--- config.mk ---
export PLATFORM = sky130hd
export DESIGN_NAME = msg_scroller
export DESIGN_NICKNAME = d
export VERILOG_FILES = /design/src/rtl/msg_scroller.sv
export SDC_FILE = /design/constraint.sdc
export NUM_CORES = 1
export LEC_CHECK = 0
export CAP_MARGIN = 10
export CORE_MARGIN = 2
export CORE_UTILIZATION = 25
export CTS_BUF_LIST = sky130_fd_sc_hd__clkbuf_16
export CTS_CLUSTER_SIZE = 10
export DETAILED_ROUTE_END_ITERATION = 16
export GPL_TIMING_DRIVEN = 0
export PLACE_DENSITY = 0.39
export SETUP_SLACK_MARGIN = 0.4
export SYNTH_ARGS = -nofsm -noshare
export SYNTH_HDL_FRONTEND = slang
export SYNTH_SLANG_ARGS = --single-unit
--- constraint.sdc ---
create_clock -name clk -period 11.3 [get_ports clk]
set_input_delay 1.13 -clock clk [delete_from_list [all_inputs] [get_ports clk]]
set_output_delay 1.13 -clock clk [all_outputs]
set_load 0.02 [all_outputs]
--- src/rtl/msg_scroller.sv ---
// Seven-segment message sequencer: a writable nibble message, a read pointer
// that steps on a prescaled tick or on manual request, and an NDIG-digit window.
module msg_scroller #(
    parameter int             DW   = 4,
    parameter int             AW   = 4,
    parameter int             NDIG = 4,
    parameter int             DIV  = 50_000_000,
    parameter logic [DW-1:0]  FILL = 4'hA
) (
    input  logic                 clk,
    input  logic                 rst,
    input  logic                 we,
    input  logic [AW-1:0]        waddr,
    input  logic [DW-1:0]        wdata,
    input  logic [AW-1:0]        last,
    input  logic                 run,
    input  logic                 dir,
    input  logic                 step,
    input  logic                 clear,
    output logic [AW-1:0]        pos,
    output logic [NDIG*DW-1:0]   digits,
    output logic                 wrap
);

    localparam int             DEPTH   = 2**AW;
    localparam int             PW      = (DIV > 1) ? $clog2(DIV) : 1;
    localparam logic [PW-1:0]  PRE_MAX = PW'(DIV - 1);

    logic [DW-1:0] r_mem [DEPTH];
    logic [PW-1:0] r_presc;
    logic [AW-1:0] r_pos;
    logic          r_wrap;

    logic [PW-1:0] w_presc_nxt;
    logic [AW-1:0] w_pos_nxt;
    logic          w_wrap_nxt;
    logic          w_tick;
    logic          w_adv;

    // Message storage; writes are honoured regardless of clear or advances.
    always_ff @(posedge clk or posedge rst) begin
        if (rst) begin
            for (int i = 0; i < DEPTH; i++) begin
                r_mem[i] <= FILL;
            end
        end else if (we) begin
            r_mem[waddr] <= wdata;
        end
    end

    // Prescaler, pointer and wrap pulse state.
    always_ff @(posedge clk or posedge rst) begin
        if (rst) begin
            r_presc <= '0;
            r_pos   <= '0;
            r_wrap  <= 1'b0;
        end else begin
            r_presc <= w_presc_nxt;
            r_pos   <= w_pos_nxt;
            r_wrap  <= w_wrap_nxt;
        end
    end

    // Step decision: manual steps only count while paused.
    always_comb begin
        w_tick = run && (r_presc == PRE_MAX);
        if (run) begin
            w_adv = w_tick;
        end else begin
            w_adv = step;
        end
    end

    // Prescaler next value: frozen while paused, restarted by clear.
    always_comb begin
        w_presc_nxt = r_presc;
        if (clear) begin
            w_presc_nxt = '0;
        end else if (run) begin
            if (w_tick) begin
                w_presc_nxt = '0;
            end else begin
                w_presc_nxt = r_presc + PW'(1);
            end
        end else begin
            w_presc_nxt = r_presc;
        end
    end

    // Pointer next value; an out-of-range pointer reloads without a wrap pulse.
    always_comb begin
        w_pos_nxt  = r_pos;
        w_wrap_nxt = 1'b0;
        if (clear) begin
            w_pos_nxt  = '0;
            w_wrap_nxt = 1'b0;
        end else if (w_adv) begin
            if (!dir) begin
                if (r_pos >= last) begin
                    w_pos_nxt  = '0;
                    w_wrap_nxt = (r_pos == last);
                end else begin
                    w_pos_nxt  = r_pos + AW'(1);
                    w_wrap_nxt = 1'b0;
                end
            end else begin
                if (r_pos == '0) begin
                    w_pos_nxt  = last;
                    w_wrap_nxt = 1'b1;
                end else if (r_pos > last) begin
                    w_pos_nxt  = last;
                    w_wrap_nxt = 1'b0;
                end else begin
                    w_pos_nxt  = r_pos - AW'(1);
                    w_wrap_nxt = 1'b0;
                end
            end
        end else begin
            w_pos_nxt  = r_pos;
            w_wrap_nxt = 1'b0;
        end
    end

    // Window walk: each following digit wraps back to 0 after the final digit.
    always_comb begin
        logic [AW-1:0] w_idx;
        digits = '0;
        w_idx  = r_pos;
        for (int k = 0; k < NDIG; k++) begin
            digits[(NDIG-1-k)*DW +: DW] = r_mem[w_idx];
            if (w_idx >= last) begin
                w_idx = '0;
            end else begin
                w_idx = w_idx + AW'(1);
            end
        end
    end

    assign pos  = r_pos;
    assign wrap = r_wrap;

endmodule

After elaboration in Yosys (flattened, before gate mapping):

Cells that the tools add are included.

* add/subtract/negate cells: 5
* magnitude comparators: 10
* equal/unequal tests: 2
* muxes and demuxes: 32
* bitwise operators: 5
* reduce and logical (&&, ||, !) cells: 5

Operator list (count)
* two-way mux 26 bit: 3
* two-way mux 4 bit: 17
* binary-select mux 4 bit (select 4 bit): 4
* bitwise mux 64 bit: 1
* adder 26 x 1 -> 26 bit, second input constant: 1
* equality test 26 bit, second input constant: 1
* >= comparator 5 bit, second input constant: 5
* inverter 4 -> 5 bit: 5
* demux 4 bit (select 4 bit): 1
* adder 4 x 1 -> 4 bit, second input constant: 3
* >= comparator 4 bit: 3
* two-way mux 1 bit: 6
* < comparator 5 x 1 -> 1 bit, second input constant: 1
* equality test 4 bit: 1
* > comparator 4 bit: 1
* logical NOT 4 bit: 1
* nonzero test 2 bit: 2
* subtractor 4 x 1 -> 4 bit, second input constant: 1
* logical AND 1 bit: 2

* bits in registers: 95
* input bits: 19
* output and inout bits: 21
* word-level logic and storage cells: 78

Longest topological paths before layout:

Gate-level depths: netlist of the first run.

* depth in word-level cells: 10
* depth in mapped cells: 28
* gate-level depth less buffers: 21

Least setup slack after synthesis of the first run:

OpenSTA, ideal clock, no wires.

* kind: register to output
* start point: register r_pos[0], in the netlist pos[0]
* end point: output port digits[3]
* arrival: 6605 ps
* data required time: 10170 ps
* slack: 3565 ps
* stages on the path, launching flop included: 28
* path buffers: 6
* cells stage by stage: dfrtp_1 clkbuf_1 clkbuf_1 clkinv_1 ha_1 nand4_1 nand2_1 nor3_2 inv_1 clkbuf_1 buf_1 ha_1 nand2b_1 a2111oi_2 nor3_1 nor2_2 inv_2 buf_2 buf_2 ha_1 nand2b_1 a2111oi_0 or3_1 o21ai_1 o22ai_1 a221oi_1 mux2i_1 mux2i_1

* longest elaborated chain between the ends: 10
* elaborated cells between the ends (all ways): 13
* classes of those cells: add/sub: 3; order compare: 3; mux: 6; bitwise: 1

RTL lines
* start: declaration: RTL line 31 `logic [AW-1:0] r_pos;`
* start signal: assignment: RTL line 59 `r_pos <= w_pos_nxt;`
* adder 4 x 1 -> 4 bit or >= comparator 4 bit (tied branches): RTL line 134, 131
* two-way mux 4 bit (*): RTL line 131 `if (w_idx >= last) begin`
* adder 4 x 1 -> 4 bit or >= comparator 4 bit (tied branches): RTL line 134, 131
* two-way mux 4 bit (*): RTL line 131
* adder 4 x 1 -> 4 bit or >= comparator 4 bit (tied branches): RTL line 134, 131
* two-way mux 4 bit (*): RTL line 131
* inverter 4 -> 5 bit (not written as such) (*): RTL line 130 `digits[(NDIG-1-k)*DW +: DW] = r_mem[w_idx];`
* binary-select mux 4 bit (select 4 bit) (*): RTL line 130
* two-way mux 4 bit (not written as such) (*) (2 in series): RTL line 130
* end: declaration: RTL line 21 `output logic [NDIG*DW-1:0] digits,`

Every way passes the cells marked *; elsewhere a longest branch is shown, timed or not. The select of a mux whose other input is x is not followed.

Worst setup path in the final report of the first run:

Same ends and word-level chain as after synthesis.

==> results.toml, run 1 <==
[power]
ir_worst_vdd_mv = 0.0671
powerDensity_mw_per_mm2 = 190
share_clk_of_total_power = 0.202
seq_power_share = 0.345
power.static_leakage_nw = 3.14
swShare = 0.422
pwr-share-comb = 0.453
internal_power_mw = 0.879
p_switching_mw = 0.643

[layout]
diodes = 0
nNetsFinal = 782
layout.cells.most_common = "mux2_2"
synthToLayoutAreaGrowth_pct = 16.1
most_frequent_cells_in_the_layout = "mux2_2 (74), nand2_1 (73), nor2_1 (67)"
layout-drive-gt1-share = 0.244

[sta]
rsz0062_at_grt = "no"
hold_viol_final = 0
setup_tns_ns = 0
timing.final.crit_period_ns = 10.40
fin_worst_skew_ns = 0.0124
slew_at_the_pin_closest_to_its_max_slew_limit_ns = 0.990
final_critical_path_setup_slack_ns = 0.902
finalCritPeriodShare = 0.920
setup_viol = 0
timing.fmax_ghz = 0.0962
relSlewSlack = 0.337
finalMaxSlewViolations = 0

[setup_path]
worst_r2r_endpoint = "pos[3]$_DFFE_PP0P_"
timing.reg2reg.setup_slack_ns = 7.23
ff2ff_path_depth = 11
timing.critical_path.fanout_max = 11
cp_data_required_time_ns = 10.17
crit_path_start_kind = "flop"
beginning_of_the_worst_register_to_register_path = "pos[0]$_DFFE_PP0P_"
crit_type = "reg -> out"
end_kind = "primary output"
critPathLaunch = "pos[0]$_DFFE_PP0P_"
arrival_ns = 9.27

[global_routing]
via_count_of_the_first_global_routing_pass = 5942
antenna_found_initial = 0
pin_count_of_the_biggest_net_entering_global_routing = 59
first_pass_grt_wire_length_um = 38000
grt_overflow = 0
grt_util_all_layers = 0.176

[synthesis]
ys.warnings.count = 0
post_synth_arst_share = 1.00
syn_inst = 699
yosys_register_bits = 95
postSynthAreaPerCell_um2 = 9.87
yosys.cell_types.count = 59
number_of_flops_mapped_to_enable_cells_by_yosys = 0
netlist_area_mm2 = 0.00690
postSynthNetCount = 735
dominantRegCellSynth = "dfrtp_1"
synth.yosys.seq_area_share = 0.350

[clock_network]
clock_sink_count = 95
cts_inserted_buffers = 9
cts_post_setup_buffers_inserted = 0
clock_tree.htree_level_count = 3
postCtsHoldBufs = 0
tritoncts = "yes"
clock_latency_ns = 0.36
cts-root-buf = "clkbuf_16"
cts.reportedPaths.clkPinSlew_ns = 0.08
clockBufferDepth = 2

[floorplanning]
fp-row-count = 60
design.die.area_mm2 = 0.0290
die_height_um = 170
io_pins = 40
floorplan.core_area_mm2 = 0.0270
dieWidth_um = 170
initial_utilization = 0.255

[drt]
drt_first_pass_iters = 5
drt_iter0_drc = 534
final_antenna_net_count = 0
route.vias.total = 6073
drt_wl_total_um = 25100
detail_route.drc_violations = 0
wl_per_cell_um = 23.0
via_density_per_instance = 5.56

[hold_path]
hold-path-cell-count = 2
min_delay_worst_endpoint = "r_presc[25]$_DFFE_PP0P_"
hold_class = "reg -> reg"
min-delay-start = "r_presc[25]$_DFFE_PP0P_"

[placed_design]
detailedPlacementHpwl_um = 18700
portbufs = 35
dpl_worst_slack_ns = -0.0520
place.gp.congestion = 0.973

[run]
drv_cap = 0

[run_status]
result_of_the_run = "complete, no violations"
-- worst max path at each step --
stage / endpoint / slack (ns) / depth (start not counted)
6_report: digits[3] / 0.90 / 25
5_1_grt: digits[2] / 0.44 / 25
4_1_cts: digits[3] / 0.40 / 25
3_5_place_dp: digits[2] / -0.05 / 26
3_3_place_gp: digits[3] / 0.32 / 26
2_1_floorplan: digits[3] / 3.57 / 27
-- repair_timing --
action / in CTS / in global routing
endpoints found under the setup margin: 4 / 4
pin swaps: 0 / 0
gates cloned: 0 / 0
resized for setup: 3 / 8
-- flip-flops by register name, summed over array words and instances (netlist names) --
signal / count
r_presc: 26
pos: 4
wrap: 1
r_mem: 64
-- worst max-delay path, cell delays in order (launching register included) --
cell and delay, ns:
dfrtp_1 0.38, clkbuf_2 0.36, clkbuf_2 0.42, clkinvlp_4 0.37
ha_1 0.37, nand4_1 0.15, nand2_1 0.18, nor3_2 0.35
inv_1 0.15, clkbuf_2 0.27, clkbuf_2 0.32, ha_1 0.34
nand2b_1 0.15, a2111oi_2 0.43, or3_1 0.22, nand2_1 0.32
inv_2 0.30, buf_2 0.30, buf_2 0.32, ha_1 0.29
a2111oi_1 0.48, or3_1 0.40, clkbuf_1 0.48, o21ai_1 0.45
mux2i_1 0.40, clkdlybuf4s50_1 0.68
-- power by group through the flow --
stage               Combinational (mW)  Clock [mW]  Sequential [mW]
floorplan                        0.466           0            0.471
global placement                 0.666           0            0.523
detailed placement               0.678           0            0.524
CTS                              0.682       0.314            0.518
global route                     0.736       0.328            0.533
finish                           0.689       0.308            0.525
-- synthesized netlist by cell type, drive strengths merged, types with 8 or more instances --
master | count | share of area
mux2 | 76 | 0.12
nand2 | 73 | 0.040
nor2 | 68 | 0.037
dfrtp | 63 | 0.23
mux2i | 37 | 0.054
dfstp | 32 | 0.12
clkbuf | 31 | 0.017
a21oi | 22 | 0.018
mux4 | 22 | 0.072
xor2 | 21 | 0.027
a211oi | 19 | 0.022
nor3 | 18 | 0.014
ha | 17 | 0.031
o22ai | 17 | 0.015
inv | 16 | 0.0087
nand3 | 16 | 0.012
o21ai | 14 | 0.010
buf | 12 | 0.0094
a221oi | 10 | 0.013
nand2b | 10 | 0.0091
a31oi | 9 | 0.0082
nand4 | 9 | 0.0082
o221ai | 8 | 0.010
-- cell families after synthesis --
kind of cell,share of synthesized area
simple gates,0.158
mux,0.250
compound gates,0.140
flops,0.350
buf+inv,0.0355
xor+xnor,0.0355
fa+ha+maj,0.0308
-- layout make-up --
type                       instances  area [µm²]
buffer                            43         188
clock buffer                       9         225
clock inverter                     7        60.1
fill                            2838       19000
inverter                          17        70.1
multi-input combinational        544        4250
sequential                        95        2420
tap                              341         427
timing repair buffer              36         378
-- per-layer routing --
layer  global-route usage  wire length, µm  up-vias
met4               0.0554              641        0
met5                    0                0        -
met3               0.0433             1960       49
met1                0.248            11600     3043
met2                0.265            10900      279
li1                     -                -     2702
-- through the flow --
stage / total power, mW / std cells / utilization / hold slack [ns] / cell area [µm²]
after floorplan: 0.936 / 699 / - / 0.497 / 6900
after global placement: 1.19 / 1075 / 0.284 / 0.518 / 7680
after detailed placement: 1.20 / 1076 / 0.285 / 0.534 / 7710
after CTS: 1.51 / 1092 / 0.296 / 0.555 / 8000
after global routing: 1.60 / 1092 / 0.297 / 0.586 / 8020
final: 1.52 / 1092 / 0.297 / 0.555 / 8020
Power figures use the tool's default switching activity.
==> inputs of run 2 (changes only) <==
Settings changed: MAX_ROUTING_LAYER set to met4.
==> run 2 against run 1 <==
Net effect: core utilization grew 0.079 points; clock power is 5% higher; hold slack gained 0.0058 ns; routed wire length shrank 1.5%; sequential share of layout area down 0.080 points; count of clock-buffer cells in the layout unchanged; register-to-register slack better by 0.13 ns; combinational power about the same; sequential power hardly changed; critical path depth unchanged; flip-flop and latch count unchanged; via count down 1.9%; largest cell class unchanged.
==> results.toml, run 2 (synthesis gave the netlist of run 1 again) <==
[global_routing]
grt_overflow = 0
pin_count_of_the_biggest_net_entering_global_routing = 50
first_pass_grt_wire_length_um = 37500
via_count_of_the_first_global_routing_pass = 5998
antenna_found_initial = 0
grt_util_all_layers = 0.181

[placed_design]
portbufs = 35
place.gp.congestion = 0.982
placedCellCount = 1076
detailedPlacementHpwl_um = 18500

[sta]
rsz0062_at_grt = "no"
timing.final.crit_period_ns = 10.25
worst_hold_slack_ns = 0.560
slew_at_the_pin_closest_to_its_max_slew_limit_ns = 0.911
timing.fmax_ghz = 0.0975
setup_viol = 0
setup_tns_ns = 0
finalCritPeriodShare = 0.907
fin_worst_skew_ns = 0.00930
finalMaxSlewViolations = 0
relSlewSlack = 0.391
hold_viol_final = 0

[floorplanning]
io_pins = 40
design.die.area_mm2 = 0.0290
dieWidth_um = 170
fp-row-count = 60
die_height_um = 170
initial_utilization = 0.255
floorplan.core_area_mm2 = 0.0270

[drt]
detail_route.drc_violations = 0
route.vias.total = 5956
drt_first_pass_iters = 5
drt_iter0_drc = 550
via_density_per_instance = 5.45
drt_wl_total_um = 24700
final_antenna_net_count = 0
wl_per_cell_um = 22.6

[setup_path]
crit_type = "reg -> out"
arrival_ns = 9.12
end_kind = "primary output"
crit_top_cell = "clkbuf_2"
timing.critical_path.fanout_max = 11
cp_data_required_time_ns = 10.17
max_stage_delay_ns = 0.67
timing.critical_path.slowest_stage_cell = "clkdlybuf4s50_1"
crit_path_start_kind = "flop"

[layout]
layout.cells.most_common = "mux2_2"
nNetsFinal = 782
synthToLayoutAreaGrowth_pct = 16.4
final.fill_count = 2820
multi_input_comb_area_mm2 = 0.00425
largest_register_ffs = 64
max_flop_register = "r_mem"
diodes = 0
layout-drive-gt1-share = 0.245
layoutNonFillerInstCount = 1092
layout.core_utilization = 0.297
most_frequent_cells_in_the_layout = "mux2_2 (74), nand2_1 (73), nor2_1 (66)"
ff_latch_area_mm2 = 0.00242

[clock_network]
cts.reportedPaths.clkPinSlew_ns = 0.07
clock_latency_ns = 0.35
clock_sink_count = 95
cts-root-buf = "clkbuf_16"
cts_inserted_buffers = 9
postCtsHoldBufs = 0
clockBufferDepth = 2
tritoncts = "yes"
clock_tree.htree_level_count = 3

[power]
ir_worst_vdd_mv = 0.0972
power.static_leakage_nw = 3.15
powerDensity_mw_per_mm2 = 191

[run]
drv_cap = 0

[hold_path]
hold_class = "reg -> reg"

[run_status]
result_of_the_run = "complete, no violations"
run 2: changes by cell type in the layout (fill, tap and decap cells not counted), sizes merged:
| cell | previous run | this run |
|---|---|---|
| clkinv | 1 | 3 |
| bufinv | 0 | 1 |
| inv | 21 | 18 |
run 2: layout make-up:
| type | instances | share of cell area |
|---|---|---|
| plain buffers | 43 | 0.0234 |
| inverters | 17 | 0.00872 |
| flip-flops and latches | 95 | 0.301 |
| clock buffers | 9 | 0.0280 |
| well taps | 341 | 0.0531 |
| multi-input cells | 544 | 0.529 |
| clock inverters | 7 | 0.00996 |
| repair buffers | 36 | 0.0470 |
run 2: final timing paths:
check                      slack (ns)                    start  cells after the start                      end
setup / recovery                 1.05       pos[0]$_DFFE_PP0P_                     25                digits[3]
hold / removal                   0.56  r_presc[23]$_DFFE_PP0P_                      2  r_presc[23]$_DFFE_PP0P_
setup reg to reg                 7.36       pos[0]$_DFFE_PP0P_                     11       pos[3]$_DFFE_PP0P_
hold reg to reg                  0.56  r_presc[23]$_DFFE_PP0P_                      2  r_presc[23]$_DFFE_PP0P_
max in group asynchronous        9.39                      rst                      3    r_mem[55]$_DFFE_PP1P_
min in group asynchronous        1.22                      rst                      2     r_mem[0]$_DFFE_PP0P_
run 2: repair_timing:
item                                    4_1_cts  5_1_grt
pin swaps                                     0        0
buffers inserted                              0        0
resized for setup                             2       10
endpoints found under the setup margin        4        4
run 2: through the flow:
| step | power [mW] | setup WS [ns] | instance area, µm² |
|---|---|---|---|
| floorplan | 0.936 | 3.57 | 6900 |
| global placement | 1.19 | 0.192 | 7680 |
| detailed placement | 1.20 | 0.232 | 7710 |
| CTS | 1.53 | 0.524 | 8020 |
| global route | 1.62 | 0.547 | 8040 |
| finish | 1.53 | 1.05 | 8040 |
run 2: report_power, final:
group | switching (mW) | internal [mW]
combinational | 0.377 | 0.309
sequential | 0.108 | 0.416
clock | 0.147 | 0.175
total | 0.631 | 0.900
run 2: metal layers:
metal,vias up,GRT usage,share of wire
li1,2702,-,-
met1,2980,0.246,0.46
met2,229,0.265,0.44
met3,45,0.0342,0.071
met4,0,0.0669,0.032
met5,-,-,0
run 2: worst max-delay path, delay by kind of cell, from the launching register on:
family                     cells  cell delay, ns
AOI/OAI and AO/OA              3            1.28
adders and majority gates      3            0.98
buffers and inverters         11            3.94
DFF                            1            0.38
muxes                          1            0.42
and+or+nand+nor                7            1.77
